File: config.mk
export PLATFORM = sky130hd
export DESIGN_NAME = pipeline_skid_reg
export DESIGN_NICKNAME = d
export VERILOG_FILES = /design/src/rtl/pipe_pkg.sv /design/src/rtl/pipeline_skid_fsm.sv /design/src/rtl/pipeline_skid_reg.sv
export SDC_FILE = /design/constraint.sdc
export NUM_CORES = 1
export LEC_CHECK = 0
export ABC_AREA = 0
export BUFFER_PORTS_ARGS = -buffer_cell sky130_fd_sc_hd__buf_4
export CORE_MARGIN = 5
export CORE_UTILIZATION = 50
export CTS_BUF_LIST = sky130_fd_sc_hd__clkbuf_8
export CTS_CLUSTER_SIZE = 14
export DETAILED_ROUTE_END_ITERATION = 8
export PLACE_DENSITY_LB_ADDON = 0.25
export SYNTH_ARGS = -nofsm -noshare
export SYNTH_HDL_FRONTEND = slang
export SYNTH_HIERARCHICAL = 1
export SYNTH_SLANG_ARGS = --single-unit
File: constraint.sdc
create_clock -name CLK -period 2.8 [get_ports CLK]
set_clock_uncertainty 0.1 [all_clocks]
set_input_delay 0.56 -clock CLK [delete_from_list [all_inputs] [get_ports CLK]]
set_output_delay 0.56 -clock CLK [all_outputs]
set_load 0.02 [all_outputs]
File: src/rtl/pipe_pkg.sv
// Shared occupancy-state encoding and default widths for the skid-buffered
// pipeline register.
package pipe_pkg;

  localparam int DEF_DATA_W = 32;
  localparam int DEF_CTRL_W = 24;

  // The encoding doubles as the held-entry count driven out on OCCUPANCY.
  typedef enum logic [1:0] {
    ST_EMPTY = 2'd0,
    ST_ONE   = 2'd1,
    ST_FULL  = 2'd2
  } occ_state_e;

endpackage

File: src/rtl/pipeline_skid_fsm.sv
// Occupancy FSM for the two-entry skid register: steers datapath loads and
// produces a registered ready so upstream never sees a path from OUT_READY.
module pipeline_skid_fsm
  import pipe_pkg::*;
(
  input  logic       clk_i,
  input  logic       rst_ni,
  input  logic       in_valid_i,
  input  logic       out_ready_i,
  input  logic       flush_i,
  output logic       load_main_o,
  output logic       load_skid_o,
  output logic       skid_to_main_o,
  output logic       in_ready_o,
  output logic       out_valid_o,
  output logic [1:0] occupancy_o
);

  occ_state_e state_q, state_d;
  logic       in_ready_q, in_ready_d;
  logic       accept, consume;

  assign out_valid_o = (state_q != ST_EMPTY);
  assign accept      = in_valid_i & in_ready_q;
  assign consume     = out_valid_o & out_ready_i;

  always_ff @(posedge clk_i or negedge rst_ni) begin
    if (!rst_ni) begin
      state_q    <= ST_EMPTY;
      in_ready_q <= 1'b0;
    end else begin
      state_q    <= state_d;
      in_ready_q <= in_ready_d;
    end
  end

  always_comb begin
    state_d        = state_q;
    load_main_o    = 1'b0;
    load_skid_o    = 1'b0;
    skid_to_main_o = 1'b0;

    // Flush wins outright; suppressing loads keeps OUT_DATA frozen in the bubble.
    if (flush_i) begin
      state_d = ST_EMPTY;
    end else begin
      unique case (state_q)
        ST_EMPTY: begin
          if (accept) begin
            load_main_o = 1'b1;
            state_d     = ST_ONE;
          end
        end
        ST_ONE: begin
          if (accept && consume) begin
            load_main_o = 1'b1;
          end else if (accept) begin
            load_skid_o = 1'b1;
            state_d     = ST_FULL;
          end else if (consume) begin
            state_d = ST_EMPTY;
          end
        end
        ST_FULL: begin
          if (consume) begin
            skid_to_main_o = 1'b1;
            state_d        = ST_ONE;
          end
        end
        default: state_d = ST_EMPTY;
      endcase
    end

    in_ready_d = (state_d != ST_FULL);
  end

  assign in_ready_o  = in_ready_q;
  assign occupancy_o = state_q;

endmodule

File: src/rtl/pipeline_skid_reg.sv
// Two-entry skid pipeline register between instruction pipeline stages:
// full throughput, registered IN_READY, in-order delivery, synchronous flush.
module pipeline_skid_reg
  import pipe_pkg::*;
#(
  parameter int DATA_W              = DEF_DATA_W,
  parameter int CTRL_W              = DEF_CTRL_W,
  parameter bit ZERO_CTRL_ON_BUBBLE = 1'b1
) (
  input  logic              CLK,
  input  logic              RESET_N,
  input  logic              IN_VALID,
  output logic              IN_READY,
  input  logic [DATA_W-1:0] IN_DATA,
  input  logic [CTRL_W-1:0] IN_CTRL,
  input  logic              FLUSH,
  output logic              OUT_VALID,
  input  logic              OUT_READY,
  output logic [DATA_W-1:0] OUT_DATA,
  output logic [CTRL_W-1:0] OUT_CTRL,
  output logic [1:0]        OCCUPANCY
);

  logic              load_main, load_skid, skid_to_main;
  logic [DATA_W-1:0] main_data_q, skid_data_q;
  logic [CTRL_W-1:0] main_ctrl_q, skid_ctrl_q;

  pipeline_skid_fsm u_fsm (
    .clk_i          (CLK),
    .rst_ni         (RESET_N),
    .in_valid_i     (IN_VALID),
    .out_ready_i    (OUT_READY),
    .flush_i        (FLUSH),
    .load_main_o    (load_main),
    .load_skid_o    (load_skid),
    .skid_to_main_o (skid_to_main),
    .in_ready_o     (IN_READY),
    .out_valid_o    (OUT_VALID),
    .occupancy_o    (OCCUPANCY)
  );

  always_ff @(posedge CLK or negedge RESET_N) begin
    if (!RESET_N) begin
      main_data_q <= '0;
      main_ctrl_q <= '0;
    end else if (load_main) begin
      main_data_q <= IN_DATA;
      main_ctrl_q <= IN_CTRL;
    end else if (skid_to_main) begin
      main_data_q <= skid_data_q;
      main_ctrl_q <= skid_ctrl_q;
    end
  end

  always_ff @(posedge CLK or negedge RESET_N) begin
    if (!RESET_N) begin
      skid_data_q <= '0;
      skid_ctrl_q <= '0;
    end else if (load_skid) begin
      skid_data_q <= IN_DATA;
      skid_ctrl_q <= IN_CTRL;
    end
  end

  // Gating control in a bubble keeps stale write/mem enables from leaking out.
  assign OUT_DATA = main_data_q;
  assign OUT_CTRL = (ZERO_CTRL_ON_BUBBLE && !OUT_VALID) ? '0 : main_ctrl_q;

endmodule
-- Word-level counts from Yosys, hierarchy flattened
Index checks and enable logic that the tools add are counted.
- reduce and logical (&&, ||, !) cells: 4
- bitwise operators: 2
- muxes and demuxes: 22
- equal/unequal tests: 3
- operators by type and width (cell ; number):
    $mux W24 ; 3
    $mux W32 ; 2
    $mux W2 ; 6
    $mux W1 ; 9
    $pmux W2 S3 ; 1
    $reduce_bool A2 Y1 ; 2
    $and A1 B1 Y1 ; 2
    $eq A2 B1 Y1 const B ; 1
    $eq A2 B2 Y1 const B ; 1
    $logic_not A2 Y1 ; 1
    $ne A2 B2 Y1 const B ; 1
    $pmux W1 S2 ; 1
    $logic_and A1 B1 Y1 ; 1
- register bits after elaboration: 115
- output and inout port bits: 60
- word-level logic and storage cells: 37

-- Logic depth before layout (Yosys ltp)
Gate-level depths: netlist of the first run.
- depth in word-level cells: 8
- gate-level depth with buffers: 6

-- By module
The synthesis of the first run kept the hierarchy.
- by module, submodules not included (module ; cells an instance ; area an instance (sq um) ; times used):
    pipeline_skid_reg ; 386 ; 4984.8 ; 1
    pipeline_skid_fsm ; 18 ; 180.2 ; 1

-- Worst setup path after synthesis of the first run
No wires, ideal clock.
- kind: input-to-reg
- from: input OUT_READY
- to: register skid_ctrl_q[14]
- stages on the path: 5
- setup slack: 796 ps
- arrival time: 1779 ps
- data required time: 2575 ps
- cell sequence: and2b_4 > nor4b_1 > buf_4 > buf_6 > mux2_4
- cells in the longest elaborated chain, start to end: 5
- RTL lines (element ; line ; RTL):
    from (decl) ; pipeline_skid_reg.sv:18 ; input logic OUT_READY,
    $and A1 B1 Y1 ; pipeline_skid_fsm.sv:25 ; assign consume = out_valid_o & out_ready_i;
    $logic_and A1 B1 Y1 ; pipeline_skid_fsm.sv:55 ; if (accept && consume) begin
    $mux W1 ; pipeline_skid_fsm.sv:55 ;
    $mux W1 ; pipeline_skid_fsm.sv:47 ; unique case (state_q)
    $mux W1 ; pipeline_skid_fsm.sv:44 ; if (flush_i) begin
    via load_skid ; pipeline_skid_reg.sv:24 ; logic load_main, load_skid, skid_to_main;
    to (signal assigned) ; pipeline_skid_reg.sv:58 ; skid_ctrl_q <= '0;
    to (signal assigned) ; pipeline_skid_reg.sv:61 ; skid_ctrl_q <= IN_CTRL;
    to (decl) ; pipeline_skid_reg.sv:26 ; logic [CTRL_W-1:0] main_ctrl_q, skid_ctrl_q;
The timed path passes the listed nets, and every way through them passes these cells.
A chain may end at the register's enable or synchronous reset.

-- Final worst setup path of the first run
- from: register u_fsm.state_q[1] (netlist: u_fsm/occupancy_o[1])
- to: output OUT_CTRL[14]
- cells in the longest elaborated chain, start to end: 2
- RTL lines (element ; line ; RTL):
    from (decl) ; pipeline_skid_fsm.sv:19 ; occ_state_e state_q, state_d;
    from (signal assigned) ; pipeline_skid_fsm.sv:32 ; state_q <= state_d;
    $reduce_bool A2 Y1 ; pipeline_skid_fsm.sv:23 ; assign out_valid_o = (state_q != ST_EMPTY);
    $mux W24 ; pipeline_skid_reg.sv:67 ; assign OUT_CTRL = (ZERO_CTRL_ON_BUBBLE && !OUT_VALID) ? '0 : main_ctrl_q;
    to (decl) ; pipeline_skid_reg.sv:20 ; output logic [CTRL_W-1:0] OUT_CTRL,
Every way passes these cells.

==> metrics.yaml, run 1 <==
setup_path:
  cp_top_family: "simple AND/OR/NAND/NOR gates"
  critical_path_buf_inv_count: 1
  worstSetupPathType: "reg2out"
  r2r-start: "u_fsm/occupancy_o[0]$_DFF_PN0_"
  crit_path_cell_trace: "or2_2 > and2_1 > buf_4"
  cp.depth: 3
  crit_arrival_ps: 1810
  critPathCaptureType: "primary output"
  cp_max_fo: 25
  reg2reg_depth: 4
  slowest_stage: "or2_2"
  required_ps: 2140
  cpPeakStageDelay_ps: 510
  rr_endpoint: "skid_ctrl_q[0]$_DFFE_PN0P_"
  critical_path.startpoint_type: "register"
  r2r_slack_ps: 830
floorplanning:
  die_area_um2: 12500
  chipWidth_um: 112
  pin_count: 121
  coreArea_um2: 10200
  die_y_um: 112
  row_count: 37
  start_util_pct: 50.7
grt:
  grt_max_degree: 59
  grt_pass1_wl_um: 18400
  antenna_found_initial: 0
  grt_overflow: 0
  grt.total_usage_pct: 18.2
  grt_pass1_vias: 3670
logic_synthesis:
  synth_area_leaders: "dfrtp_1, mux2_4, mux2i_1"
  yosysTopAreaCell: "dfrtp_1"
  syn_inst: 404
  synth_seq_cells: 115
  syn_avg_cell_area_um2: 12.8
  ys_warn_count: 6
  yosysSeqAreaShare_pct: 55.7
  syn_area_um2: 5160
  synth_nets: 465
  synth.distinct_cells: 26
  synth_top_area_share_pct: 55.7
worst_hold_path:
  hold_path.class: "in2reg"
  whs_path_depth: 2
  min_to: "u_fsm/occupancy_o[0]$_DFF_PN0_"
  hold_start: "FLUSH"
routing:
  drc: 0
  drt-wirelength-per-cell_um: 15.9
  route.vias.total: 3412
  drt_wl_total_um: 10700
  drtIter0Drc: 169
  ant_nets: 0
  first_pass_iters: 4
  via_per_inst: 5.05
layout:
  area_delta_synth_final_pct: 28.9
  multi_input_area_um2: 2100
  drive_above_1_share_pct: 39.7
  post_layout_nonfiller_instances: 675
  final.fill_count: 770
  nets: 587
  area.sequential_um2: 2880
  post-route-util_pct: 65.4
  antenna_cells: 0
clock_tree:
  cts.htree.levels: 4
  clk_latency_ps: 410
  cts_tree: "built"
  clk_pin_slew_ps: 70
  clockBufferDepth: 2
  clock-sinks: 115
  cts_setup_buffers: 0
  cts-root-buf: "clkbuf_8"
  cts_buffers: 17
timing:
  tightest_slew_ps: 543
  fin_ws_ps: 332
  hold_viol: 0
  setup_viol: 0
  rsz0062_at_grt: "false"
  relSlewSlack_pct: 63.5
  final_max_slew_viol_count: 0
  fin_crit_ps: 2470
  finalCritPeriodShare_pct: 88.1
  setup_tns_ps: 0
  max_freq_mhz: 405
power:
  irDropWorstVdd_uv: 448
  p_leak_uw: 0.00300
  power.density_nw_per_um2: 750
  power_uw: 4990
place:
  dp_hpwl_um: 7190
  pre_cts_ws_ps: 494
  gp_congestion: 0.725
  dp_cells: 642
  numPortBuffers: 120
status:
  outcome: "complete, no violations"
job:
  cap_violations: 0
==> sequential cells by signal, summed over array words and instances, names as in the netlist <==
signal and cells:
main_ctrl_q 24, u_fsm/in_ready_o 1, skid_ctrl_q 24, OUT_DATA 32, u_fsm/occupancy_o 2, skid_data_q 32
==> layout by cell type, fill, tap and decap left out <==
cell             n
nand2b_1         1
clkinvlp_4       2
a211o_1          1
buf_12           7
nand2_1         57
a211oi_1         1
nor4bb_2         1
clkinv_2         3
buf_4          121
mux2_2          10
inv_1            4
bufinv_16        4
and2b_4          1
mux2_1           6
nor3_2           1
o21ai_0          1
and2_1          24
dfrtp_1        115
clkbuf_8        21
mux2i_1         56
nor4_2           1
o21ai_1         56
nand4b_1         1
or2_2            1
nor4b_2          1
nand3_1          1
dlygate4sd3_1    1
mux2_4          40
==> worst register-to-register path, stage by stage (launching register included) <==
cell     delay, ps
dfrtp_1        420
and2b_4        200
nor4b_2        460
buf_12         300
mux2_1         360
==> routing by layer <==
| metal | wire length, µm | track usage [%] | share of wire, % |
|---|---|---|---|
| met1 | 4800 | 23.7 | 45 |
| met2 | 5090 | 29.0 | 47 |
| met3 | 736 | 6.14 | 6.9 |
| met4 | 121 | 5.52 | 1.1 |
| met5 | 0 | 0 | 0 |
==> metrics by stage <==
| step | instance area (µm²) | hold WS (ps) |
|---|---|---|
| finish | 6660 | 263 |
| global route | 6660 | 235 |
| CTS | 6660 | 234 |
| detailed placement | 6200 | 382 |
| global placement | 6200 | 367 |
| floorplan | 5160 | 164 |
==> synth_stat cells <==
master / count
dfrtp_1: 115
nand2_1: 57
mux2i_1: 56
o21ai_1: 56
mux2_4: 40
and2_1: 24
buf_2: 10
mux2_2: 10
mux2_1: 6
buf_6: 5
clkbuf_1: 5
buf_8: 4
buf_4: 2
inv_1: 2
a211o_1: 1
a211oi_1: 1
and2b_4: 1
nand2b_1: 1
nand3_1: 1
nand4b_1: 1
nor3_1: 1
nor4_1: 1
nor4b_1: 1
nor4bb_2: 1
o21ai_0: 1
or2_1: 1
==> cell families after synthesis <==
| group | after synthesis | synth area share (%) |
|---|---|---|
| compound gates | 59 | 5.84 |
| buf+inv | 28 | 4.02 |
| flops | 115 | 55.7 |
| mux | 112 | 26.0 |
| simple gates | 90 | 8.45 |
==> power breakdown <==
group	internal [µW]	switching [µW]	total, µW
sequential	2040	210	2250
combinational	590	461	1050
clock	1050	632	1690
total	3690	1300	4990
==> repair_timing <==
action | CTS | global route
setup endpoints to repair | 0 | 3
endpoints found under the hold margin | 12 | 0
resized for setup | 0 | 1
hold buffers | 1 | 0
==> worst max-delay path by stage <==
stage                                   startpoint                           to  slack (ps)
finish              u_fsm/occupancy_o[1]$_DFF_PN0_                 OUT_CTRL[14]         330
global route        u_fsm/occupancy_o[1]$_DFF_PN0_                 OUT_CTRL[14]         220
CTS                 u_fsm/occupancy_o[1]$_DFF_PN0_                 OUT_CTRL[14]          70
detailed placement                       OUT_READY   skid_ctrl_q[0]$_DFFE_PN0P_         490
global placement                         OUT_READY  skid_ctrl_q[10]$_DFFE_PN0P_         520
floorplan                                OUT_READY  skid_ctrl_q[14]$_DFFE_PN0P_         800
==> area by class of cell <==
type	count	share of cell area, %
timing repair buffer	129	15.9
inverter	2	0.113
sequential	115	43.2
clock inverter	11	2.37
tap	136	2.56
multi-input combinational	261	31.5
clock buffer	21	4.34
Note: power is estimated with default switching activity, not from simulation.
==> inputs of run 2 (changes only) <==
clock period = 2.25 ns   (was 2.8 ns; I/O delays follow)
==> run 2 against run 1 <==
Net effect:
- register-to-register slack lost 420 ps
- global-route usage grew 0.74 points
- sequential power grew 25%
- via count grew 2.5%
- cell area shrank 0.23%
- sequential share of layout area grew 0.098 points
- non-clock buffer count grew 3
- worst hold slack lost 120 ps
- first-iteration DRC count shrank 8.3%
- flip-flop and latch count is the same
- die area is the same
- utilization shrank 0.15 points
- critical endpoint is now OUT_CTRL[2]
- largest power group unchanged
- highest routed layer unchanged
==> metrics.yaml, run 2 (synthesis results as in run 1) <==
timing:
  setup_viol: 0  # unchanged
  setup_tns_ps: 0  # unchanged
  fin_crit_ps: 2110
  final_max_slew_viol_count: 0  # unchanged
  hold_viol: 0  # unchanged
  relSlewSlack_pct: 59.1  # -4.4 points
  fin_ws_ps: 144  # -188 ps
  rsz0062_at_grt: "false"
  tightest_slew_ps: 609  # +66.0 ps
  finalCritPeriodShare_pct: 93.6
  max_freq_mhz: 475
floorplanning:
  coreArea_um2: 10200  # unchanged
  chipWidth_um: 112  # unchanged
  row_count: 37  # unchanged
  start_util_pct: 50.7  # unchanged
  pin_count: 121  # unchanged
  die_y_um: 112  # unchanged
  die_area_um2: 12500  # unchanged
setup_path:
  worstSetupPathType: "reg2out"
  critical_path.startpoint_type: "register"
  required_ps: 1700  # -440 ps
  reg2reg_depth: 5  # +1
  r2r-start: "u_fsm/occupancy_o[1]$_DFF_PN0_"
  r2r_slack_ps: 410  # -420 ps
  rr_endpoint: "OUT_DATA[4]$_DFFE_PN0P_"
  critPathCaptureType: "primary output"
  crit_arrival_ps: 1560  # -250 ps
  cp_max_fo: 25  # unchanged
power:
  combPwrFrac_pct: 21.8  # +0.7 points
  clock_power_share_pct: 31.7  # -2.1 points
  p_int_uw: 4430  # +20%
  p_switching_uw: 1620  # +24%
  p_leak_uw: 0.00301  # +0.35%
  sequentialPowerShare_pct: 46.5  # +1.3 points
  irDropWorstVdd_uv: 381  # -15%
  power.density_nw_per_um2: 911  # +22%
  p_sw_share_pct: 26.8  # +0.68 points
routing:
  via_per_inst: 5.17  # +2.4%
  first_pass_iters: 5  # +1
  drt_wl_total_um: 11200  # +4.3%
  drtIter0Drc: 155  # -8.3%
  route.vias.total: 3498  # +2.5%
  drt-wirelength-per-cell_um: 16.6  # +4.2%
  drc: 0  # unchanged
  ant_nets: 0  # unchanged
grt:
  grt_pass1_vias: 3751  # +2.2%
  grt_max_degree: 61  # +3.4%
  grt_pass1_wl_um: 19000  # +3.3%
  antenna_found_initial: 0  # unchanged
  grt_overflow: 0  # unchanged
  grt.total_usage_pct: 19.0  # +0.74 points
worst_hold_path:
  hold_start: "IN_CTRL[13]"
  hold_path.class: "in2reg"
  whs_path_depth: 3  # +1
  min_to: "main_ctrl_q[13]$_DFFE_PN0P_"
clock_tree:
  clk_pin_slew_ps: 70  # about the same
  clock-sinks: 115  # unchanged
  cts_setup_buffers: 0  # unchanged
  cts.htree.levels: 4  # unchanged
  cts_tree: "built"
  cts-root-buf: "clkbuf_8"
  clk_latency_ps: 420  # about the same
  clockBufferDepth: 2  # unchanged
  cts_buffers: 17  # unchanged
layout:
  drive_above_1_share_pct: 39.3  # -0.44 points
  antenna_cells: 0  # unchanged
  nets: 590  # +0.51%
  final_common_cell: "buf_4"
  final.fill_count: 809  # +5.1%
  mostFrequentLayoutCells: "buf_4, dfrtp_1, nand2_1, mux2i_1, o21ai_1"
  area_delta_synth_final_pct: 28.6
status:
  outcome: "complete, no violations"
place:
  numPortBuffers: 120  # unchanged
  gp_congestion: 0.714  # -1.4%
  dp_hpwl_um: 7430  # +3.4%
  pre_cts_ws_ps: 237  # -257 ps
job:
  cap_violations: 0  # unchanged
==> run 2: repair_timing <==
action                                 in CTS  in global routing
hold buffers                                1                  0
gates resized for setup                     2                  0
setup endpoints to repair                  25                  0
endpoints found under the hold margin      39                  0
==> run 2: stage by stage <==
| step | util, % | hold WS (ps) | area (µm²) | cells | power [µW] |
|---|---|---|---|---|---|
| after detailed placement | 61.2 | 382 | 6240 | 645 | 4170 |
| after global placement | 61.2 | 367 | 6240 | 645 | 4100 |
| after floorplan | - | 54.4 | 5160 | 404 | 3610 |
| final | 65.2 | 145 | 6640 | 676 | 6050 |
| after global routing | 65.2 | 121 | 6640 | 676 | 6380 |
| after CTS | 65.2 | 115 | 6640 | 676 | 6120 |
==> run 2: worst max-delay path by stage <==
stage                                   startpoint                          end  slack (ps)  cells after the start
finish              u_fsm/occupancy_o[0]$_DFF_PN0_                  OUT_CTRL[2]         140                      3
global route        u_fsm/occupancy_o[0]$_DFF_PN0_                 OUT_CTRL[10]          70                      3
CTS                 u_fsm/occupancy_o[0]$_DFF_PN0_                  OUT_CTRL[0]         130                      3
detailed placement                       OUT_READY   skid_ctrl_q[4]$_DFFE_PN0P_         240                      6
global placement                         OUT_READY  skid_ctrl_q[12]$_DFFE_PN0P_         260                      6
floorplan                                OUT_READY  skid_ctrl_q[14]$_DFFE_PN0P_         360                      5
==> run 2: layout make-up <==
type	instances	area, µm²	share of cell area [%]
sequential	115	2880	43.3
timing repair buffer	132	1090	16.5
clock inverter	10	119	1.79
tap	136	170	2.56
clock buffer	20	275	4.14
inverter	2	7.51	0.113
multi-input combinational	261	2100	31.6
==> run 2: routing by layer <==
metal / share of wire [%] / GRT usage [%] / vias to the layer above
li1: - / - / 1637
met1: 45 / 24.9 / 1744
met4: 1.1 / 6.89 / 0
met2: 48 / 30.0 / 107
met3: 5.7 / 5.54 / 10
met5: 0 / 0 / -
==> run 2: worst max-delay path, stage by stage, from the launching register on <==
cell	delay (ps)
dfrtp_1	430
or2_4	350
and2_1	190
buf_4	160
==> run 2: power by group through the flow <==
stage | sequential, µW | combinational (µW) | clock [µW]
after global routing | 2880 | 1440 | 2060
after detailed placement | 2840 | 1330 | 0
after CTS | 2820 | 1340 | 1970
after global placement | 2820 | 1290 | 0
after floorplan | 2900 | 713 | 0
final | 2820 | 1320 | 1920
==> inputs of run 3 (changes only) <==
MAX_ROUTING_LAYER = met4   (was unset)
==> run 3 against run 2 <==
Net effect:
- global-route usage grew 0.58 points
- die area is the same
- wire length grew 0.11%
- critical path type unchanged
- largest cell class unchanged
==> metrics.yaml, run 3 (synthesis results as in run 1) <==
grt:
  grt_overflow: 0  # unchanged
  antenna_found_initial: 0  # unchanged
  grt_pass1_wl_um: 19000  # about the same
  grt_pass1_vias: 3751  # unchanged
  grt.total_usage_pct: 19.5  # +0.58 points
  grt_max_degree: 61  # unchanged
floorplanning:
  start_util_pct: 50.7  # unchanged
  chipWidth_um: 112  # unchanged
  die_area_um2: 12500  # unchanged
  coreArea_um2: 10200  # unchanged
  pin_count: 121  # unchanged
  row_count: 37  # unchanged
  die_y_um: 112  # unchanged
job:
  cap_violations: 0  # unchanged
setup_path:
  cp_top_family: "simple AND/OR/NAND/NOR gates"
  critPathCaptureType: "primary output"
  critical_path.startpoint_type: "register"
  cp_max_fo: 25  # unchanged
  slowest_stage: "dfrtp_1"
  crit_arrival_ps: 1550  # about the same
  cp.depth: 3  # unchanged
  crit_path_cell_trace: "or2_4 > and2_1 > buf_4"
  worstSetupPathType: "reg2out"
  reg2reg_depth: 5  # unchanged
  critical_path_buf_inv_count: 1  # unchanged
  cpPeakStageDelay_ps: 430  # about the same
  required_ps: 1700  # about the same
power:
  irDropWorstVdd_uv: 381  # about the same
  p_leak_uw: 0.00301  # unchanged
  power.density_nw_per_um2: 911  # about the same
timing:
  setup_viol: 0  # unchanged
  relSlewSlack_pct: 59.2  # +0.15 points
  final_max_slew_viol_count: 0  # unchanged
  finalCritPeriodShare_pct: 93.5  # -0.12 points
  tightest_slew_ps: 606  # -2.21 ps
  fin_crit_ps: 2100  # -2.74 ps
  setup_tns_ps: 0  # unchanged
  holdWs_ps: 146  # +0.372 ps
  hold_viol: 0  # unchanged
  max_freq_mhz: 476  # +0.13%
  rsz0062_at_grt: "false"
routing:
  drt-wirelength-per-cell_um: 16.6  # +0.11%
  ant_nets: 0  # unchanged
  first_pass_iters: 4  # -1
  drc: 0  # unchanged
  drt_wl_total_um: 11200  # +0.11%
  via_per_inst: 5.15  # -0.43%
  route.vias.total: 3483  # -0.43%
  drtIter0Drc: 161  # +3.9%
clock_tree:
  cts_tree: "built"
  clockBufferDepth: 2  # unchanged
  cts_buffers: 17  # unchanged
  cts.htree.levels: 4  # unchanged
  clock-sinks: 115  # unchanged
  cts-root-buf: "clkbuf_8"
  clk_latency_ps: 420  # about the same
  clk_pin_slew_ps: 70  # about the same
worst_hold_path:
  hold_path.class: "in2reg"
  whs_path_depth: 3  # unchanged
place:
  numPortBuffers: 120  # unchanged
  dp_hpwl_um: 7430  # unchanged
  dp_cells: 645  # unchanged
  gp_congestion: 0.723  # +1.2%
layout:
  final_common_cell: "buf_4"
  nets: 590  # unchanged
  final.fill_count: 809  # unchanged
  mostFrequentLayoutCells: "buf_4, dfrtp_1, nand2_1, mux2i_1, o21ai_1"
  post_layout_nonfiller_instances: 676  # unchanged
  drive_above_1_share_pct: 39.3  # unchanged
  antenna_cells: 0  # unchanged
  area_delta_synth_final_pct: 28.6  # unchanged
status:
  outcome: "complete, no violations"
==> run 3: metrics by stage <==
step | total power (µW) | worst slack (ps) | util (%) | area, µm²
floorplan | 3610 | 356 | - | 5160
global placement | 4100 | 255 | 61.2 | 6240
detailed placement | 4170 | 237 | 61.2 | 6240
CTS | 6120 | 131 | 65.2 | 6640
global route | 6380 | 65.1 | 65.2 | 6640
finish | 6050 | 147 | 65.2 | 6640
==> run 3: worst paths after layout <==
| kind | slack [ps] | to | start |
|---|---|---|---|
| max in group asynchronous | 950 | main_ctrl_q[0]$_DFFE_PN0P_ | RESET_N |
| max | 150 | OUT_CTRL[2] | u_fsm/occupancy_o[0]$_DFF_PN0_ |
| max reg2reg | 420 | OUT_DATA[4]$_DFFE_PN0P_ | u_fsm/occupancy_o[1]$_DFF_PN0_ |
| min in group asynchronous | 470 | skid_data_q[6]$_DFFE_PN0P_ | RESET_N |
| min reg2reg | 390 | skid_ctrl_q[3]$_DFFE_PN0P_ | skid_ctrl_q[3]$_DFFE_PN0P_ |
| min | 150 | main_ctrl_q[3]$_DFFE_PN0P_ | IN_CTRL[3] |
==> run 3: per-layer routing <==
metal,wire (µm),GRT usage (%),vias up
li1,-,-,1638
met1,5270,25.3,1729
met2,5280,30.0,101
met3,496,4.95,15
met4,166,6.89,0
met5,0,-,-
==> run 3: layout make-up <==
| cell class | count | area, µm² | share of cell area [%] |
|---|---|---|---|
| Clock buffer | 20 | 275 | 4.14 |
| Clock inverter | 10 | 119 | 1.79 |
| Inverter | 2 | 7.51 | 0.113 |
| Multi-Input combinational cell | 261 | 2100 | 31.6 |
| Sequential cell | 115 | 2880 | 43.3 |
| Tap cell | 136 | 170 | 2.56 |
| Timing Repair Buffer | 132 | 1090 | 16.5 |
==> run 3: where the power goes <==
| part | switching (µW) | internal, µW | total, µW |
|---|---|---|---|
| Sequential | 273 | 2540 | 2820 |
| Clock | 771 | 1150 | 1920 |
| Combinational | 577 | 740 | 1320 |
==> run 3: repair_timing <==
item / CTS / global route
endpoints found under the hold margin: 39 / 0
hold buffers: 1 / 0
setup buffers: 0 / 0
endpoints found under the setup margin: 25 / 0
resized for setup: 2 / 0
==> run 3: worst min-delay path, cell delays in order <==
cell and delay [ps]:
buf_4 80, nand2_1 40, o21ai_1 60
